==> src/rtl/pipe_stage_buf_pkg.sv <==
// Shared definitions for the pipe_stage_buf pipeline register: occupancy codes,
// bubble fill value and lane slice helpers.
package pipe_stage_buf_pkg;

    typedef enum logic [1:0] {
        OCC_EMPTY = 2'd0,
        OCC_ONE   = 2'd1,
        OCC_TWO   = 2'd2
    } occ_e;

    // Flushed entries read back as all-zero so a bubble decodes as a NOP.
    localparam logic NOP_FILL = 1'b0;

    function automatic int unsigned lane_lsb(input int unsigned lane, input int unsigned width);
        return lane * width;
    endfunction

endpackage

==> src/rtl/pipe_stage_buf_entry.sv <==
// One holding register of the stage: valid bit, per-lane valids, PCs and payloads.
// Clear (flush) wins over load, load wins over drop.
module pipe_stage_entry
    import pipe_stage_buf_pkg::*;
#(
    parameter int unsigned PC_W   = 32,
    parameter int unsigned DATA_W = 32,
    parameter int unsigned LANES  = 2
) (
    input  logic                      clk,
    input  logic                      rst_n,
    input  logic                      i_clear,
    input  logic                      i_load,
    input  logic                      i_drop,
    input  logic [LANES-1:0]          i_lane_vld,
    input  logic [LANES*PC_W-1:0]     i_pc,
    input  logic [LANES*DATA_W-1:0]   i_data,
    output logic                      o_vld,
    output logic [LANES-1:0]          o_lane_vld,
    output logic [LANES*PC_W-1:0]     o_pc,
    output logic [LANES*DATA_W-1:0]   o_data
);

    logic                    r_vld;
    logic [LANES-1:0]        r_lane_vld;
    logic [LANES*PC_W-1:0]   r_pc;
    logic [LANES*DATA_W-1:0] r_data;

    always_ff @(posedge clk or negedge rst_n) begin
        if (!rst_n) begin
            r_vld      <= 1'b0;
            r_lane_vld <= '0;
            r_pc       <= '0;
            r_data     <= '0;
        end else if (i_clear) begin
            r_vld      <= 1'b0;
            r_lane_vld <= {LANES{NOP_FILL}};
            r_pc       <= {(LANES*PC_W){NOP_FILL}};
            r_data     <= {(LANES*DATA_W){NOP_FILL}};
        end else if (i_load) begin
            r_vld      <= 1'b1;
            r_lane_vld <= i_lane_vld;
            r_pc       <= i_pc;
            r_data     <= i_data;
        end else if (i_drop) begin
            // Payload is kept; only the valid bit falls when the beat retires.
            r_vld      <= 1'b0;
        end
    end

    assign o_vld      = r_vld;
    assign o_lane_vld = r_lane_vld;
    assign o_pc       = r_pc;
    assign o_data     = r_data;

endmodule

==> src/rtl/pipe_stage_buf.sv <==
// Multi-lane valid/ready pipeline register between stages, with an optional
// skid entry that keeps in_ready registered, plus synchronous flush to a bubble.
module pipe_stage_buf
    import pipe_stage_buf_pkg::*;
#(
    parameter int unsigned PC_W   = 32,
    parameter int unsigned DATA_W = 32,
    parameter int unsigned LANES  = 2,
    parameter int unsigned SKID   = 1
) (
    input  logic                      clk,
    input  logic                      rst_n,
    input  logic                      flush,
    input  logic                      in_valid,
    output logic                      in_ready,
    input  logic [LANES-1:0]          in_lane_vld,
    input  logic [LANES*PC_W-1:0]     in_pc,
    input  logic [LANES*DATA_W-1:0]   in_data,
    output logic                      out_valid,
    input  logic                      out_ready,
    output logic [LANES-1:0]          out_lane_vld,
    output logic [LANES*PC_W-1:0]     out_pc,
    output logic [LANES*DATA_W-1:0]   out_data,
    output logic [1:0]                occ
);

    logic                    w_accept;
    logic                    w_retire;
    logic                    w_main_vld;
    logic [LANES-1:0]        w_main_lv;
    logic [LANES*PC_W-1:0]   w_main_pc;
    logic [LANES*DATA_W-1:0] w_main_data;
    occ_e                    w_occ;

    assign w_accept = in_valid & in_ready;
    assign w_retire = out_valid & out_ready;

    assign out_valid    = w_main_vld;
    assign out_lane_vld = w_main_lv & {LANES{w_main_vld}};
    assign out_pc       = w_main_pc;
    assign out_data     = w_main_data;
    assign occ          = w_occ;

    generate
        if (SKID != 0) begin : g_skid
            logic                    w_skid_vld;
            logic [LANES-1:0]        w_skid_lv;
            logic [LANES*PC_W-1:0]   w_skid_pc;
            logic [LANES*DATA_W-1:0] w_skid_data;
            logic                    w_main_load;
            logic                    w_main_drop;
            logic                    w_skid_load;
            logic                    w_skid_drop;
            logic [LANES-1:0]        w_main_d_lv;
            logic [LANES*PC_W-1:0]   w_main_d_pc;
            logic [LANES*DATA_W-1:0] w_main_d_data;

            // A full skid entry implies a full main entry and blocks accepts,
            // so the only move at occ=2 is skid -> main on retire.
            always_comb begin
                w_main_load = 1'b0;
                w_main_drop = 1'b0;
                w_skid_load = 1'b0;
                w_skid_drop = 1'b0;
                if (w_skid_vld) begin
                    if (w_retire) begin
                        w_main_load = 1'b1;
                        w_skid_drop = 1'b1;
                    end
                end else if (w_accept && (!w_main_vld || w_retire)) begin
                    w_main_load = 1'b1;
                end else if (w_accept) begin
                    w_skid_load = 1'b1;
                end else if (w_retire) begin
                    w_main_drop = 1'b1;
                end
            end

            always_comb begin
                w_main_d_lv   = in_lane_vld;
                w_main_d_pc   = in_pc;
                w_main_d_data = in_data;
                if (w_skid_vld) begin
                    w_main_d_lv   = w_skid_lv;
                    w_main_d_pc   = w_skid_pc;
                    w_main_d_data = w_skid_data;
                end
            end

            pipe_stage_entry #(.PC_W(PC_W), .DATA_W(DATA_W), .LANES(LANES)) u_main (
                .clk        (clk),
                .rst_n      (rst_n),
                .i_clear    (flush),
                .i_load     (w_main_load),
                .i_drop     (w_main_drop),
                .i_lane_vld (w_main_d_lv),
                .i_pc       (w_main_d_pc),
                .i_data     (w_main_d_data),
                .o_vld      (w_main_vld),
                .o_lane_vld (w_main_lv),
                .o_pc       (w_main_pc),
                .o_data     (w_main_data)
            );

            pipe_stage_entry #(.PC_W(PC_W), .DATA_W(DATA_W), .LANES(LANES)) u_skid (
                .clk        (clk),
                .rst_n      (rst_n),
                .i_clear    (flush),
                .i_load     (w_skid_load),
                .i_drop     (w_skid_drop),
                .i_lane_vld (in_lane_vld),
                .i_pc       (in_pc),
                .i_data     (in_data),
                .o_vld      (w_skid_vld),
                .o_lane_vld (w_skid_lv),
                .o_pc       (w_skid_pc),
                .o_data     (w_skid_data)
            );

            // The skid valid flop doubles as the registered ready.
            assign in_ready = ~w_skid_vld;

            always_comb begin
                w_occ = OCC_EMPTY;
                if (w_skid_vld) begin
                    w_occ = OCC_TWO;
                end else if (w_main_vld) begin
                    w_occ = OCC_ONE;
                end
            end
        end else begin : g_single
            logic w_load;
            logic w_drop;

            assign w_load = w_accept;
            assign w_drop = w_retire & ~w_accept;

            pipe_stage_entry #(.PC_W(PC_W), .DATA_W(DATA_W), .LANES(LANES)) u_main (
                .clk        (clk),
                .rst_n      (rst_n),
                .i_clear    (flush),
                .i_load     (w_load),
                .i_drop     (w_drop),
                .i_lane_vld (in_lane_vld),
                .i_pc       (in_pc),
                .i_data     (in_data),
                .o_vld      (w_main_vld),
                .o_lane_vld (w_main_lv),
                .o_pc       (w_main_pc),
                .o_data     (w_main_data)
            );

            assign in_ready = ~w_main_vld | out_ready;

            always_comb begin
                w_occ = OCC_EMPTY;
                if (w_main_vld) begin
                    w_occ = OCC_ONE;
                end
            end
        end
    endgenerate

endmodule

==> config.mk <==
export PLATFORM = sky130hd
export DESIGN_NAME = pipe_stage_buf
export DESIGN_NICKNAME = d
export VERILOG_FILES = /design/src/rtl/pipe_stage_buf_pkg.sv /design/src/rtl/pipe_stage_buf_entry.sv /design/src/rtl/pipe_stage_buf.sv
export SDC_FILE = /design/constraint.sdc
export NUM_CORES = 1
export LEC_CHECK = 0
export ABC_AREA = 1
export CORE_ASPECT_RATIO = 0.5
export CORE_MARGIN = 3
export CORE_UTILIZATION = 55
export CTS_CLUSTER_SIZE = 10
export DETAILED_ROUTE_END_ITERATION = 10
export GPL_TIMING_DRIVEN = 1
export PLACE_DENSITY = 0.92
export SLEW_MARGIN = 20
export SYNTH_ARGS = -nofsm -noshare
export SYNTH_HDL_FRONTEND = slang
export SYNTH_SLANG_ARGS = --single-unit
==> constraint.sdc <==
create_clock -name clk -period 2 [get_ports clk]
set_input_delay 0.4 -clock clk [delete_from_list [all_inputs] [get_ports clk]]
set_output_delay 0.4 -clock clk [all_outputs]
set_load 0.1 [all_outputs]
# Word level (Yosys, flattened, before mapping)
# Index checks and enable logic that the tools add are counted.
# classes
eq_ne,0
addsub,0
n_shift,0
n_reduce_logical,7
mux,33
bitwise,4
multipliers,0
magnitude_cmp,0
n_div,0
# ops
operator,count
$mux 64,10
$mux 1,17
$mux 2,6
$reduce_bool 3->1,2
$reduce_bool 2->1,2
$and 1x1->1,2
$and 2x2->2,1
$logic_and 1x1->1,1
$logic_not 1->1,1
$logic_or 1x1->1,1
$not 1->1,1
# totals
word_cells,52
output_inout_bits,134
latch_bits,0
mem_bits_rw,0
ff_bits,262
romBits,0
memories,0

# Depth between registers and ports, before layout
# logic_depth
depth_word,8
depth_mapped,9

# Cells and area by module
# Synthesis repeated with hierarchy kept, for this count alone.
# hier_totals
cells_unflattened,1579
hier_area_um2,12001.5
# by_module_without_submodules
module,n_inst,area_each_um2,cells_each
pipe_stage_entry,2,5139.9,570
pipe_stage_buf,1,1721.7,439

# Worst setup path after synthesis
# No wires, ideal clock.
# synth_path
path_type,reg2out
startpoint,"register g_skid.u_main.r_vld, in the netlist g_skid.u_main.o_vld"
endpoint,output port occ[0]
path_buffers,0
path_slack_ns,-0.768
stages_incl_launch_ff,3
t_required_ns,1.600
arrival_time_ns,2.368
path_cell_list,dfrtp_1 -> inv_2 -> nor2_1
# synth_via
elab_chain_cells,2
# synth_lines
item,line,text
start: declaration,pipe_stage_buf_entry.sv:24,logic r_vld;
start signal: assignment,pipe_stage_buf_entry.sv:31,r_vld <= 1'b0;
start signal: assignment,pipe_stage_buf_entry.sv:36,r_vld <= 1'b0;
start signal: assignment,pipe_stage_buf_entry.sv:41,r_vld <= 1'b1;
$mux 1,pipe_stage_buf.sv:127,end else if (w_main_vld) begin
$mux 2,pipe_stage_buf.sv:125,if (w_skid_vld) begin
end: declaration,pipe_stage_buf.sv:24,output logic [1:0] occ
# Every way passes these cells.

# Worst setup path after layout
# layout_path
startpoint,"register g_skid.u_skid.r_vld, in the netlist g_skid.u_skid.o_vld"
endpoint,output port occ[0]
# layout_via
elab_chain_cells,1
# layout_lines
item,line
start: declaration,pipe_stage_buf_entry.sv:24
start signal: assignment,pipe_stage_buf_entry.sv:31
start signal: assignment,pipe_stage_buf_entry.sv:36
start signal: assignment,pipe_stage_buf_entry.sv:41
$mux 2,pipe_stage_buf.sv:125
# Every way passes these cells.

==> metrics <==
Final Hold Fails 0; Area Growth Syn to Fin 29.8%; io pins 269; sequential area share after synthesis 0.538; Die ar. 24,100 µm²; DR WL/cell 17.6 µm; Num CTS Buffers 30; site row count 37; Clock Latency Late Sink 0.55 ns; Cell Count, Final, Fillers Out 2,088; Buffers & Inverters on Critical Path 2; crit path kind reg2out; Inst Count DP 2,048; pin slew with the least headroom to its limit 0.812 ns; clock skew 0.0158 ns; Setup TNS Final 0 ns; Util after Layout 0.748; number of global-route vias before repair 11,500; CP arrival 1.54 ns; R2R setup slack 0.22 ns; Syn Inst Count 1,585; # DRC 0; share of cells above drive strength 1 0.119; min Tclk post-route 1.94 ns; dpl cell area 14,900 µm²; Rel. slew slack 0.459; Die W 217 µm; DR iter-0 viols 1,228; total core area 21,200 µm²; setup violators final 0; r2r endpoint g_skid.u_main.o_data[27]; H-tree Lvls 1; Yosys reg bits 262; cell area after layout 15,800 µm²; Die Y 111 µm; worst min-delay path category in2async; Netlist Area Pre-Place 12,200 µm²; Starting Density 0.576; IR Drop Worst-Case VDD 0.564 mV; global-route wire length before repair 60,100 µm; via count 12,000; CTS tree yes; Port Buffer Count 268; GRT Residual Overflow 0; Distinct cells, synth 16; clock sinks 262; Max Slew Vio Count 0; clock-pin slew on the worst setup and hold paths 0.06 ns; post-DP HPWL 21,300 µm; Final period util 0.970; PD cells 868 nW/µm²; Static Leakage 8.84 nW; unrepaired setup endpoints after global routing false; max frequency 515 MHz; 1st-pass router iterations 5; Routed WL 36,700 µm; initial antenna violation count 1; Critical Path End Type primary output; syn nets 1,720; CP max stage delay 0.51 ns; GRT Overall Usage 0.301; status finished, final reports clean; Placer Congestion 0.820; Mean Syn Cell Area 7.69 µm²; Reg-to-Reg Start g_skid.u_skid.o_vld; Critical Path RT 1.60 ns; worst-case clock buffer depth 3; CP top delay family flip-flops; Final Power 0.0137 W; Worst Path Max Fanout 4; cells along the critical path buf_4, nor2_4, buf_12; Detail Route Antenna Nets 0; largest net degree at the start of global routing 131; clock root cell clkbuf_16; vias per cell 5.73; Nets 1,928; synth warn 0; Worst setup SP type flip-flop; CP max stage cell dfrtp_4; reg2reg path depth 6; max_cap viols 0
cell type report:
| type | instances | area, µm² |
|---|---|---|
| Sequential cell | 262 | 6560 |
| Fill cell | 1464 | 5330 |
| Multi-Input combinational cell | 1187 | 4990 |
| Timing Repair Buffer | 304 | 3070 |
| Clock buffer | 33 | 783 |
| Tap cell | 292 | 365 |
| Inverter | 8 | 42.5 |
| Clock inverter | 1 | 8.76 |
| Antenna cell | 1 | 2.50 |
power breakdown:
part	total, W	switching, W	internal [W]
combinational	0.00325	0.00242	0.000830
sequential	0.00573	0.000167	0.00556
clock	0.00477	0.00205	0.00272
synthesized netlist by cell type:
cell      number  area [µm²]
inv_2          3        11.3
nand4_1      130         813
buf_1         10        37.5
nor2_1         3        11.3
buf_4         21         158
nand3_1      130         651
a21oi_1        1        5.00
nand2_1      915        3430
nand2_2        3        18.8
inv_1          5        18.8
buf_2         57         285
nor2_2         3        18.8
o21ai_0        2        10.0
buf_6          2        22.5
dfrtp_1      262        6560
clkbuf_1      38         143
logic make-up (layout without fill, tap and decap cells):
logic type,count (synthesis),after routing,synth area share
other,0,1,0
buffers and inverters,136,346,0.0554
flip-flops,262,262,0.538
AO/OA/AOI/OAI,3,3,0.00123
AND/OR/NAND/NOR,1184,1184,0.406
how the worst max path moves through the flow:
| stage | to | slack [ns] | depth (start not counted) | start |
|---|---|---|---|---|
| floorplan | out_lane_vld[0] | 0.19 | 2 | g_skid.u_main.o_vld |
| global placement | g_skid.u_skid.o_pc[59] | 0.05 | 5 | flush |
| detailed placement | g_skid.u_skid.o_data[10] | 0.03 | 8 | out_ready |
| CTS | in_ready | 0.06 | 3 | g_skid.u_skid.o_vld |
| global route | occ[0] | 0.03 | 3 | g_skid.u_skid.o_vld |
| finish | occ[0] | 0.06 | 3 | g_skid.u_skid.o_vld |
routing by layer:
layer | up-vias | track usage | wire length [µm] | share of wire
li1 | 5487 | - | - | -
met1 | 5704 | 0.407 | 14800 | 0.40
met2 | 647 | 0.494 | 17600 | 0.48
met3 | 126 | 0.0468 | 2840 | 0.077
met4 | 0 | 0.117 | 1490 | 0.041
met5 | - | 0 | 0 | 0
placed cells by master, fill, tap and decap left out:
master | Yosys | layout
clkdlybuf4s50_1 | 0 | 133
dfrtp_2 | 0 | 1
nand2_4 | 0 | 3
dfrtp_4 | 0 | 1
a21oi_1 | 1 | 1
buf_12 | 0 | 30
inv_8 | 0 | 1
nor2_4 | 0 | 3
inv_1 | 5 | 5
inv_2 | 3 | 1
diode_2 | 0 | 1
buf_8 | 0 | 1
dfrtp_1 | 262 | 260
nor2_2 | 3 | 1
clkbuf_16 | 0 | 31
nor2_1 | 3 | 2
o21ai_0 | 2 | 2
nand4_1 | 130 | 130
nand2_1 | 915 | 915
clkbuf_1 | 38 | 2
nand3_1 | 130 | 130
bufbuf_16 | 0 | 2
buf_16 | 0 | 1
dlygate4sd3_1 | 0 | 1
inv_6 | 0 | 2
buf_4 | 21 | 136
registers in the layout (all words and copies together), names as in the netlist:
signal / count
g_skid.u_skid.o_lane_vld: 2
g_skid.u_main.o_lane_vld: 2
g_skid.u_main.o_pc: 64
g_skid.u_main.o_data: 64
g_skid.u_skid.o_data: 64
g_skid.u_skid.o_vld: 1
g_skid.u_skid.o_pc: 64
g_skid.u_main.o_vld: 1
metrics by stage:
| stage | hold WS [ns] | setup WS (ns) |
|---|---|---|
| 6_report | 0.328 | 0.0598 |
| 5_1_grt | 0.361 | 0.0259 |
| 4_1_cts | 0.321 | 0.0552 |
| 3_5_place_dp | 0.307 | 0.0262 |
| 3_3_place_gp | 0.312 | 0.0546 |
| 2_1_floorplan | 0.104 | 0.192 |
repair_timing:
action,4_1_cts,5_1_grt
endpoints found under the setup margin,1,0
resized for setup,2,0
hold buffers,1,0
setup buffers,2,0
endpoints found under the hold margin,31,0
Power figures use the tool's default switching activity.
